### src/rtl/sdp_wr_burst_port_if.sv
// Valid/ready channel carrying one W-bit word per transfer.
// master drives valid/data and samples ready; slave samples valid/data and drives ready.
// A transfer happens on any cycle where valid and ready are both high.
interface sdp_wr_burst_port_if #(
  parameter int W = 16
);
  logic         valid;
  logic         ready;
  logic [W-1:0] data;

  modport master (output valid, output data, input ready);
  modport slave  (input valid, input data, output ready);
endinterface

### src/rtl/sdp_wr_burst_port.sv
// Write-side burst port for the simple dual-port memory: takes {len, base} on cmd_if,
// writes len+1 words from data_if to consecutive addresses, then returns the last
// written address on done_if. Ports: clk/rst, cmd_if/data_if (slave), done_if (master),
// en_o/addr_o/data_o (memory write port, combinational from data_if in BURST).
// Latency: one word per cycle in BURST; done_if.valid rises 1 cycle after the last write.
module sdp_wr_burst_port #(
  parameter int W_DATA = 16,
  parameter int W_ADDR = 16,
  parameter int W_LEN  = 8
) (
  input  logic                clk,
  input  logic                rst,
  sdp_wr_burst_port_if.slave  cmd_if,
  sdp_wr_burst_port_if.slave  data_if,
  sdp_wr_burst_port_if.master done_if,
  output logic                en_o,
  output logic [W_ADDR-1:0]   addr_o,
  output logic [W_DATA-1:0]   data_o
);

  typedef enum logic [1:0] {IDLE, BURST, DONE} state_t;

  state_t            state, state_nxt;
  logic [W_ADDR-1:0] addr_reg;
  logic [W_LEN-1:0]  cnt_reg;
  logic [W_ADDR-1:0] last_reg;

  logic cmd_xfer, data_xfer, done_xfer;

  assign cmd_xfer  = cmd_if.valid  & cmd_if.ready;
  assign data_xfer = data_if.valid & data_if.ready;
  assign done_xfer = done_if.valid & done_if.ready;

  // State register
  always_ff @(posedge clk) begin
    if (rst) state <= IDLE;
    else     state <= state_nxt;
  end

  // Next-state logic
  always_comb begin
    state_nxt = state;
    case (state)
      IDLE:    if (cmd_xfer) state_nxt = BURST;
      BURST:   if (data_xfer && cnt_reg == '0) state_nxt = DONE;
      DONE:    if (done_xfer) state_nxt = IDLE;
      default: state_nxt = IDLE;
    endcase
  end

  // Outputs depend on state only (plus data_if.valid for the write strobe), so
  // no ready has a combinational path from any valid. Everything is forced
  // quiet while rst is high, even though the state register clears a cycle later.
  always_comb begin
    cmd_if.ready  = 1'b0;
    data_if.ready = 1'b0;
    done_if.valid = 1'b0;
    en_o          = 1'b0;
    if (!rst) begin
      case (state)
        IDLE:  cmd_if.ready = 1'b1;
        BURST: begin
          data_if.ready = 1'b1;
          en_o          = data_if.valid;
        end
        DONE:  done_if.valid = 1'b1;
        default: ;
      endcase
    end
  end

  assign addr_o       = addr_reg;
  assign data_o       = data_if.data;
  assign done_if.data = last_reg;

  // Datapath. cnt_reg counts remaining words minus one, so the final word is
  // the one seen with cnt_reg==0 and the counter never wraps below zero.
  always_ff @(posedge clk) begin
    if (rst) begin
      addr_reg <= '0;
      cnt_reg  <= '0;
      last_reg <= '0;
    end else begin
      if (state == IDLE && cmd_xfer) begin
        addr_reg <= cmd_if.data[W_ADDR-1:0];
        cnt_reg  <= cmd_if.data[W_ADDR+W_LEN-1:W_ADDR];
      end else if (state == BURST && data_xfer) begin
        addr_reg <= addr_reg + 1'b1;  // wraps modulo 2^W_ADDR
        if (cnt_reg == '0) last_reg <= addr_reg;
        else               cnt_reg  <= cnt_reg - 1'b1;
      end
    end
  end

endmodule

### src/flat_wrapper.sv
// flat-port wrapper written by rule: the top's interface ports become plain ports
module sdp_wr_burst_port_flat 
#(
  parameter int W_DATA = 16,
  parameter int W_ADDR = 16,
  parameter int W_LEN  = 8
)
  (clk, rst, en_o, addr_o, data_o, cmd_if_valid, cmd_if_data, cmd_if_ready, data_if_valid, data_if_data, data_if_ready, done_if_valid, done_if_data, done_if_ready);
  sdp_wr_burst_port_if #(.W(W_LEN+W_ADDR)) cmd_if_i ();
  sdp_wr_burst_port_if #(.W(W_DATA)) data_if_i ();
  sdp_wr_burst_port_if #(.W(W_ADDR)) done_if_i ();
  input  logic clk;
  input  logic rst;
  output logic en_o;
  output logic [W_ADDR-1:0] addr_o;
  output logic [W_DATA-1:0] data_o;
  input wire logic [$bits(cmd_if_i.valid)-1:0] cmd_if_valid;
  input wire logic [$bits(cmd_if_i.data)-1:0] cmd_if_data;
  output wire logic [$bits(cmd_if_i.ready)-1:0] cmd_if_ready;
  input wire logic [$bits(data_if_i.valid)-1:0] data_if_valid;
  input wire logic [$bits(data_if_i.data)-1:0] data_if_data;
  output wire logic [$bits(data_if_i.ready)-1:0] data_if_ready;
  output wire logic [$bits(done_if_i.valid)-1:0] done_if_valid;
  output wire logic [$bits(done_if_i.data)-1:0] done_if_data;
  input wire logic [$bits(done_if_i.ready)-1:0] done_if_ready;
  assign cmd_if_i.valid = cmd_if_valid;
  assign cmd_if_i.data = cmd_if_data;
  assign cmd_if_ready = cmd_if_i.ready;
  assign data_if_i.valid = data_if_valid;
  assign data_if_i.data = data_if_data;
  assign data_if_ready = data_if_i.ready;
  assign done_if_valid = done_if_i.valid;
  assign done_if_data = done_if_i.data;
  assign done_if_i.ready = done_if_ready;
  sdp_wr_burst_port #(.W_DATA(W_DATA), .W_ADDR(W_ADDR), .W_LEN(W_LEN)) u_core (.clk(clk), .rst(rst), .cmd_if(cmd_if_i), .data_if(data_if_i), .done_if(done_if_i), .en_o(en_o), .addr_o(addr_o), .data_o(data_o));
endmodule
### config.mk
export PLATFORM = sky130hd
export DESIGN_NAME = sdp_wr_burst_port_flat
export DESIGN_NICKNAME = d
export VERILOG_FILES = /design/src/rtl/sdp_wr_burst_port_if.sv /design/src/rtl/sdp_wr_burst_port.sv /design/src/flat_wrapper.sv
export SDC_FILE = /design/constraint.sdc
export NUM_CORES = 1
export LEC_CHECK = 0
export CELL_PAD_IN_SITES_DETAIL_PLACEMENT = 2
export CELL_PAD_IN_SITES_GLOBAL_PLACEMENT = 2
export CORE_UTILIZATION = 24
export DETAILED_ROUTE_END_ITERATION = 6
export GPL_TIMING_DRIVEN = 0
export PLACE_DENSITY_LB_ADDON = 0.1
export SYNTH_ARGS = -nofsm -noshare
export SYNTH_HDL_FRONTEND = slang
export SYNTH_SLANG_ARGS = --single-unit
### constraint.sdc
create_clock -name clk -period 3.7 [get_ports clk]
set_input_delay 0.37 -clock clk [delete_from_list [all_inputs] [get_ports clk]]
set_output_delay 0.37 -clock clk [all_outputs]
set_load 0.01 [all_outputs]
==> results.yml, run 1 <==
timing:
  setup_viol: 0
  final.setup.tns_ns: 0
  slew_violations: 0
  period_share_pct: 73.1
  rsz0062_at_grt: "false"
  hold_viol: 0
  worstMarginPinSlew_ns: 0.935
  finalClockSkew_ns: 0.00513
  clock.fmax_mhz: 370
  fin_crit_ns: 2.70
  relSlewSlack_pct: 37.5
floorplanning:
  io_pins: 97
  die-area_um2: 9270
  die_x_um: 96.3
  core_um2: 8680
  initial_core_util_pct: 24.6
  rows: 34
  die_y_um: 96.3
detailed_routing:
  wirelength_um: 7730
  drt_iter0_drc: 65
  drc: 0
  final_antenna_net_count: 0
  vias: 2308
  viasPerCell: 5.02
  avgRoutedWirePerCell_um: 16.8
  firstDrtPassIters: 4
setup_path:
  critPathLaunchType: "primary input"
  crit_chain: "clkdlybuf4s50_1 -> clkbuf_1 -> clkbuf_1 -> nor3b_1 -> clkdlybuf4s50_1"
  r2r_slack_ns: 1.16
  critPathMaxStageDelay_ns: 0.51
  crit_slowest_cell: "clkbuf_1"
  critical-path-top-delay-family: "buffers and inverters"
  cp_data_required_time_ns: 3.33
  crit_buf_inv: 4
  end_kind: "primary output"
  path_class: "primary input to primary output"
  worstPathArrival_ns: 2.33
  path_max_fanout: 10
pwr:
  leakage_nw: 1.06
  p_int_mw: 0.790
  seqPwrFrac_pct: 46.6
  power_density_nw_per_um2: 346
  ir_drop_uv: 178
  switching_power_mw: 0.310
  switching_share_pct: 28.2
  clock_power_share_pct: 32.2
  power.share.combinational_pct: 21.2
yosys:
  ys_warn_count: 0
  async_flop_share_pct: 0
  synth_fp_nets: 312
  syn_area_per_cell_um2: 8.08
  syn_inst: 264
  yosys_most_used_dff: "dfxtp_1"
  synth_edf_count: 0
  synthesis.area_um2: 2130
  ys_ff_latch: 42
  ys_types: 45
  yosysSeqAreaShare_pct: 39.4
global_route:
  grt_pass1_vias: 2377
  track_usage_pct: 17.5
  antenna_found_initial: 0
  overflow: 0
  grt_start_max_net_pins: 13
  grt_pass1_wl_um: 12200
cts:
  h-tree-depth: 2
  ctsHoldBuffers: 0
  path_clk_slew_ns: 0.08
  clockBufferDepth: 2
  cts_tree: "done"
  post_cts_buffers: 0
  cts_root_buf: "clkbuf_8"
  cts_resized: 0
  clk_latency_ns: 0.29
  numCtsBuffers: 5
  clock_sinks: 42
hold_path:
  hold_class: "register to register"
finish:
  drive_gt1_share_pct: 10.8
  nFillCells: 1013
  num-nets-final: 399
  syn_to_final_growth_pct: 49.0
  utilization_pct: 36.6
  n_antenna_cell: 0
placed_design:
  gp_congestion: 0.798
  port_buffers: 80
  dp_hpwl_um: 5720
outcome:
  status: "completed"
run:
  drv_cap: 0
[per-stage QoR]
step	hold WS [ns]	cells	area (µm²)	total power, mW	setup WS [ns]
2_1_floorplan	0.476	264	2130	0.633	1.71
3_3_place_gp	0.441	452	3070	0.756	0.845
3_5_place_dp	0.448	452	3070	0.760	0.867
4_1_cts	0.461	460	3180	1.13	0.946
5_1_grt	0.487	460	3180	1.17	0.796
6_report	0.455	460	3180	1.10	0.997
[per-layer routing]
layer  up-vias  share of wire [%]  global-route usage (%)
met5         -                  0                       0
met4         0               0.76                    3.36
met3         6                4.3                    3.08
met2        60                 50                    31.8
met1      1135                 45                    21.6
li1       1107                  -                       -
[path summary, 6_finish.rpt]
| check | from | endpoint | cells past startpoint |
|---|---|---|---|
| setup / recovery | rst | done_if_valid | 5 |
| hold / removal | u_core.done_if.data[5]$_SDFFE_PP0P_ | u_core.done_if.data[5]$_SDFFE_PP0P_ | 2 |
| setup reg to reg | u_core.cnt_reg[0]$_SDFFE_PP0P_ | u_core.done_if.data[3]$_SDFFE_PP0P_ | 7 |
| hold reg to reg | u_core.done_if.data[5]$_SDFFE_PP0P_ | u_core.done_if.data[5]$_SDFFE_PP0P_ | 2 |
[synth_stat cells (all sizes together) (2+ instances only)]
cell type	n	area [µm²]
nand3b	2	15.0
nor2	18	67.6
or2	2	12.5
xnor2	2	17.5
nand4	5	31.3
nand4b	2	17.5
a311oi	6	52.6
dfxtp	42	841
nand2	47	176
a31oi	4	25.0
clkbuf	11	41.3
nand3	11	55.1
a211oi	6	45.0
nor3	5	30.0
or4b	2	20.0
o211ai	6	45.0
nor3b	4	30.0
and3	2	12.5
o311ai	2	17.5
or4	5	45.0
o21ai	4	20.0
xor2	2	17.5
inv	6	22.5
nor4b	2	23.8
buf	19	135
ha	3	37.5
a21oi	21	105
nor4	2	12.5
or3b	2	17.5
or3	8	50.1
[kinds of logic (layout without fill, tap and decap cells)]
family	Yosys count	count (layout)	share of synthesized area, %
simple gates	121	121	29.7
compound gates	57	57	17.6
flops	42	42	39.4
buf+inv	36	124	9.33
xor+xnor	4	4	1.64
fa+ha+maj	3	3	1.76
mux	1	1	0.528
[power by group through the flow]
stage	clock network, mW	registers, mW	logic [mW]
3_5_place_dp	0	0.523	0.237
5_1_grt	0.390	0.518	0.258
3_3_place_gp	0	0.522	0.234
6_report	0.354	0.513	0.234
2_1_floorplan	0	0.518	0.114
4_1_cts	0.375	0.513	0.238
[final cells by class]
type                       instances  area, µm²  area share [%]
multi-input combinational        186       1090            34.4
sequential                        42        841            26.4
timing repair buffer              80        801            25.2
buffer                            30        176            5.55
tap                              108        135            4.25
clock buffer                       8        110            3.46
inverter                           6       22.5           0.708
[worst reg2reg max path, delay by kind of cell, from the launching register on]
family	cells	cell delay, ns
adders and majority gates	1	0.21
buffers and inverters	2	0.44
and+or+nand+nor	3	1.34
DFF	1	0.33
AOI/OAI and AO/OA	1	0.16
[cell usage in the layout, fill, tap and decap left out, types with 3 or more instances in the layout]
master | Yosys | routed
buf_4 | 16 | 16
inv_1 | 6 | 6
o21ai_0 | 4 | 4
nand2_1 | 47 | 47
buf_2 | 3 | 3
dfxtp_1 | 42 | 42
clkbuf_1 | 11 | 11
nor3b_1 | 4 | 4
ha_1 | 3 | 3
nor3_1 | 4 | 4
or4_1 | 3 | 3
a21oi_1 | 21 | 21
nand4_1 | 5 | 5
clkbuf_8 | 0 | 8
o211ai_1 | 6 | 6
clkdlybuf4s50_1 | 0 | 80
a311oi_1 | 6 | 6
a31oi_1 | 4 | 4
a211oi_1 | 6 | 6
nand3_1 | 11 | 11
or3_1 | 8 | 8
nor2_1 | 18 | 18
Power figures use the tool's default switching activity.
==> run 2: changes to the inputs <==
- CORE_UTILIZATION: 24 -> 22
- clock period: 3.7 -> 2.59 ns (I/O delays scaled with it)
==> run 2 against run 1 <==
- core utilization decreased by 2.4 points
- clock skew grew 0.0010 ns
- final cell count is 4.3% higher
- total power grew 36%
- combinational power up 46%
- final area increased by 0.47%
- hold slack improved by 0.0058 ns
- global-route usage decreased by 0.86 points
- highest routed layer unchanged
- critical path depth stayed put
- non-clock buffer count unchanged
==> results.yml, run 2 (synthesis gave the netlist of run 1 again) <==
outcome:
  status: "completed"
finish:
  syn_to_final_growth_pct: 49.7
  final_cell_mix: "80 x clkdlybuf4s50_1, 47 x nand2_1, 41 x dfxtp_1"
  nFillCells: 1080
  n_antenna_cell: 0
  mostFrequentLayoutCell: "clkdlybuf4s50_1"
  num-nets-final: 399
  final_cell_area_um2: 3190
  drive_gt1_share_pct: 10.8
pwr:
  leakage_nw: 1.06
  power_mw: 1.50
  switching_share_pct: 30.1
  ir_drop_uv: 206
  switching_power_mw: 0.452
  seqPwrFrac_pct: 49.0
  power.share.combinational_pct: 22.8
  p_int_mw: 1.05
  clock_power_share_pct: 28.2
  power_density_nw_per_um2: 469
run:
  drv_cap: 0
hold_path:
  min_to: "u_core.done_if.data[6]$_SDFFE_PP0P_"
  hold_path_startpoint: "u_core.done_if.data[6]$_SDFFE_PP0P_"
  hold_depth: 2
  hold_class: "register to register"
detailed_routing:
  final_antenna_net_count: 0
  vias: 2295
  wirelength_um: 8030
  drc: 0
  avgRoutedWirePerCell_um: 16.7
  viasPerCell: 4.78
  drt_iter0_drc: 62
  firstDrtPassIters: 5
floorplanning:
  die-area_um2: 10100
  die_x_um: 100
  die_y_um: 100
  core_um2: 9330
  initial_core_util_pct: 22.9
  io_pins: 97
  rows: 35
global_route:
  overflow: 0
  grt_pass1_vias: 2448
  grt_pass1_wl_um: 12800
  grt_start_max_net_pins: 12
  track_usage_pct: 16.7
  antenna_found_initial: 0
setup_path:
  path_max_fanout: 10
  rr_startpoint: "u_core.cnt_reg[0]$_SDFFE_PP0P_"
  critPathLaunchType: "primary input"
  cp_data_required_time_ns: 2.33
  worstPathArrival_ns: 2.27
  ff2ff_path_depth: 7
  path_class: "primary input to primary output"
  r2r_slack_ns: 0.27
  startpoint: "rst"
  end_kind: "primary output"
  r2r-end: "u_core.done_if.data[0]$_SDFFE_PP0P_"
placed_design:
  dp_hpwl_um: 5980
  gp_congestion: 0.754
  place_area_um2: 3100
  port_buffers: 80
timing:
  rsz0062_at_grt: "true"
  hold_viol: 0
  period_share_pct: 97.7
  fin_crit_ns: 2.53
  holdWs_ns: 0.461
  relSlewSlack_pct: 54.5
  slew_violations: 0
  setup_viol: 0
  worstMarginPinSlew_ns: 0.672
  finalClockSkew_ns: 0.00617
  clock.fmax_mhz: 395
cts:
  cts_root_buf: "clkbuf_8"
  clock_sinks: 42
  cts_tree: "done"
  path_clk_slew_ns: 0.08
  clk_latency_ns: 0.30
  clockBufferDepth: 2
  numCtsBuffers: 5
  h-tree-depth: 2
## run 2: stage by stage
| step | std cells | setup TNS (ns) | worst slack (ns) | util [%] |
|---|---|---|---|---|
| after detailed placement | 473 | -0.741 | -0.146 | 33.2 |
| after global placement | 473 | -0.654 | -0.121 | 33.2 |
| after floorplan | 264 | 0 | 0.601 | - |
| after CTS | 480 | 0 | 0.0315 | 34.0 |
| after global routing | 480 | -0.0644 | -0.0644 | 34.2 |
| final | 480 | 0 | 0.0605 | 34.2 |
## run 2: worst max-delay path: stages
cell             delay [ns]
clkdlybuf4s50_1        0.50
clkbuf_1               0.39
clkbuf_1               0.50
nor3b_1                0.12
clkdlybuf4s50_1        0.51
## run 2: worst max-delay path by stage
stage                                                to  depth (start not counted)
finish                                    done_if_valid                          5
global route                              done_if_valid                          5
CTS                                        cmd_if_ready                          5
detailed placement        u_core.addr_o[8]$_SDFFE_PP0P_                          6
global placement         u_core.addr_o[10]$_SDFFE_PP0P_                          6
floorplan           u_core.done_if.data[0]$_SDFFE_PP0P_                          7
## run 2: cell type report
type,count,area (µm²),share of cell area (%)
Multi-Input combinational cell,186,1110,34.9
Sequential cell,42,842,26.4
Timing Repair Buffer,80,801,25.1
Buffer,30,178,5.56
Tap cell,129,161,5.05
Clock buffer,7,76.3,2.39
Inverter,6,22.5,0.705
## run 2: routing by layer
metal	part of all wire, %	GRT usage, %	up-vias
li1	-	-	1107
met1	46	21.4	1122
met2	49	28.8	62
met3	4.5	2.98	4
met4	0.70	4.35	0
met5	0	0	-
## run 2: power groups by stage
| stage | Clock [mW] | Sequential, mW | Combinational [mW] |
|---|---|---|---|
| 6_report | 0.423 | 0.734 | 0.342 |
| 5_1_grt | 0.463 | 0.744 | 0.374 |
| 4_1_cts | 0.439 | 0.734 | 0.342 |
| 3_5_place_dp | 0 | 0.749 | 0.340 |
| 3_3_place_gp | 0 | 0.748 | 0.333 |
| 2_1_floorplan | 0 | 0.740 | 0.164 |
## run 2: timing repair
action | 4_1_cts | 5_1_grt
buffers inserted | 0 | 0
hold endpoints to repair | 0 | 0
setup endpoints to repair | 0 | 15
gates resized for setup | 0 | 6
hold buffers | 0 | 0
==> run 3: changes to the inputs <==
- CORE_MARGIN: default -> 3
- CTS_CLUSTER_SIZE: default -> 24
==> run 3 against run 2 <==
- die area increased by 8.1%
- sequential cell count unchanged
- via count increased by 0.13%
- setup slack improved by 0.082 ns
- routed wire length increased by 2.1%
- clock power increased by 57%
- critical endpoint is now u_core.cnt_reg[1]$_SDFFE_PP0P_
==> results.yml, run 3 (synthesis gave the netlist of run 1 again) <==
hold_path:
  hold_class: "register to register"
global_route:
  grt_busiest_layer: "met2"
  overflow: 0
  grt_pass1_wl_um: 13500
  antenna_found_initial: 0
  grt_pass1_vias: 2491
  track_usage_pct: 15.3
  use_met2_pct: 25.0
  grt_start_max_net_pins: 14
  use_met1_pct: 20.8
  grtUsageMet3_pct: 3.79
cts:
  ctsHoldBuffers: 0
  clock_sinks: 42
  h-tree-depth: 2
  path_clk_slew_ns: 0.09
  cts_tree: "done"
  clk_latency_ns: 0.30
  post_cts_buffers: 0
  numCtsBuffers: 5
  cts_root_buf: "clkbuf_8"
  clockBufferDepth: 2
setup_path:
  end_kind: "register"
  r2r_slack_ns: 0.24
  path_max_fanout: 10
  critPathLaunchType: "primary input"
  crit_slowest_cell: "nor4b_2"
  path_class: "primary input to register"
  cp_common_cell: "clkbuf_1"
  critPathMaxStageDelay_ns: 0.78
  worstPathArrival_ns: 2.66
  crit_chain: "clkdlybuf4s50_1 -> clkbuf_1 -> nor4b_2 -> clkbuf_1 -> nand2_1 -> a21oi_1"
  cp_data_required_time_ns: 2.80
detailed_routing:
  firstDrtPassIters: 4
  drt_iter0_drc: 96
  final_antenna_net_count: 0
  viasPerCell: 4.78
  wirelength_um: 8200
  avgRoutedWirePerCell_um: 17.0
  vias: 2298
  drc: 0
pwr:
  leakage_nw: 1.09
  p_int_mw: 1.27
  seqPwrFrac_pct: 42.1
  power.share.combinational_pct: 19.6
  power_mw: 1.74
  switching_share_pct: 26.9
  clock_power_share_pct: 38.3
  power_density_nw_per_um2: 535
  ir_drop_uv: 227
  switching_power_mw: 0.469
timing:
  hold_viol: 0
  setup_viol: 0
  relSlewSlack_pct: 41.1
  final.setup.tns_ns: 0
  clock.fmax_mhz: 409
  fin_crit_ns: 2.45
  rsz0062_at_grt: "false"
  period_share_pct: 94.5
  worstMarginPinSlew_ns: 0.882
  finalClockSkew_ns: 0.00718
  slew_violations: 0
floorplanning:
  initial_core_util_pct: 22.9
  io_pins: 97
  die-area_um2: 10900
  core_um2: 9330
  rows: 35
  die_y_um: 104
  die_x_um: 104
finish:
  drive_gt1_share_pct: 11.6
  n_antenna_cell: 0
  final_cell_mix: "80 x clkdlybuf4s50_1, 47 x nand2_1, 42 x dfxtp_1"
  utilization_pct: 34.9
  final_cell_count_no_fill: 481
  num-nets-final: 399
  syn_to_final_growth_pct: 52.6
  nFillCells: 1070
  mostFrequentLayoutCell: "clkdlybuf4s50_1"
placed_design:
  port_buffers: 80
  gp_congestion: 0.817
  dp_cells: 473
  dp_hpwl_um: 5910
run:
  drv_cap: 0
outcome:
  status: "completed"
run 3: cell count changes in the layout (fill, tap and decap cells not counted), sizes merged:
cell	change
buf	-1
bufinv	+2
run 3: power groups by stage:
stage,Combinational [mW],Sequential [mW],Clock (mW)
global placement,0.337,0.747,0
CTS,0.342,0.734,0.680
finish,0.341,0.733,0.666
floorplan,0.164,0.740,0
global route,0.376,0.743,0.711
detailed placement,0.340,0.748,0
run 3: worst max-delay path: cells and delay by family:
kind            cells  cell delay [ns]
buf+inv             3             1.25
simple gates        2             0.94
compound gates      1             0.20
run 3: path summary, 6_finish.rpt:
kind	endpoint	startpoint	cells after the start
setup / recovery	u_core.cnt_reg[1]$_SDFFE_PP0P_	rst	6
hold / removal	u_core.done_if.data[2]$_SDFFE_PP0P_	u_core.done_if.data[2]$_SDFFE_PP0P_	2
setup reg to reg	u_core.done_if.data[0]$_SDFFE_PP0P_	u_core.cnt_reg[0]$_SDFFE_PP0P_	7
hold reg to reg	u_core.done_if.data[2]$_SDFFE_PP0P_	u_core.done_if.data[2]$_SDFFE_PP0P_	2
run 3: routing by layer:
| layer | wire length, µm | up-vias | part of all wire [%] |
|---|---|---|---|
| met1 | 3920 | 1123 | 48 |
| met2 | 3840 | 64 | 47 |
| met5 | 0 | - | 0 |
| li1 | - | 1107 | - |
| met3 | 384 | 4 | 4.7 |
| met4 | 59 | 0 | 0.72 |
run 3: repair_timing:
action                     CTS  global route
resized for setup            0             7
hold endpoints to repair     0             0
setup endpoints to repair    0            15
run 3: metrics by stage:
| stage | instance area [µm²] | worst slack, ns | hold WS (ns) |
|---|---|---|---|
| 2_1_floorplan | 2130 | 0.601 | 0.367 |
| 3_5_place_dp | 3100 | -0.118 | 0.448 |
| 3_3_place_gp | 3100 | -0.137 | 0.440 |
| 5_1_grt | 3250 | 0.00490 | 0.477 |
| 4_1_cts | 3240 | 0.00498 | 0.460 |
| 6_report | 3250 | 0.142 | 0.454 |
run 3: cell type report:
type	instances	area, µm²	area share, %
well taps	129	161	4.96
clock inverters	2	60.1	1.85
multi-input cells	186	1100	33.9
inverters	6	22.5	0.692
plain buffers	30	181	5.57
clock buffers	6	82.6	2.54
flip-flops and latches	42	841	25.8
repair buffers	80	801	24.6
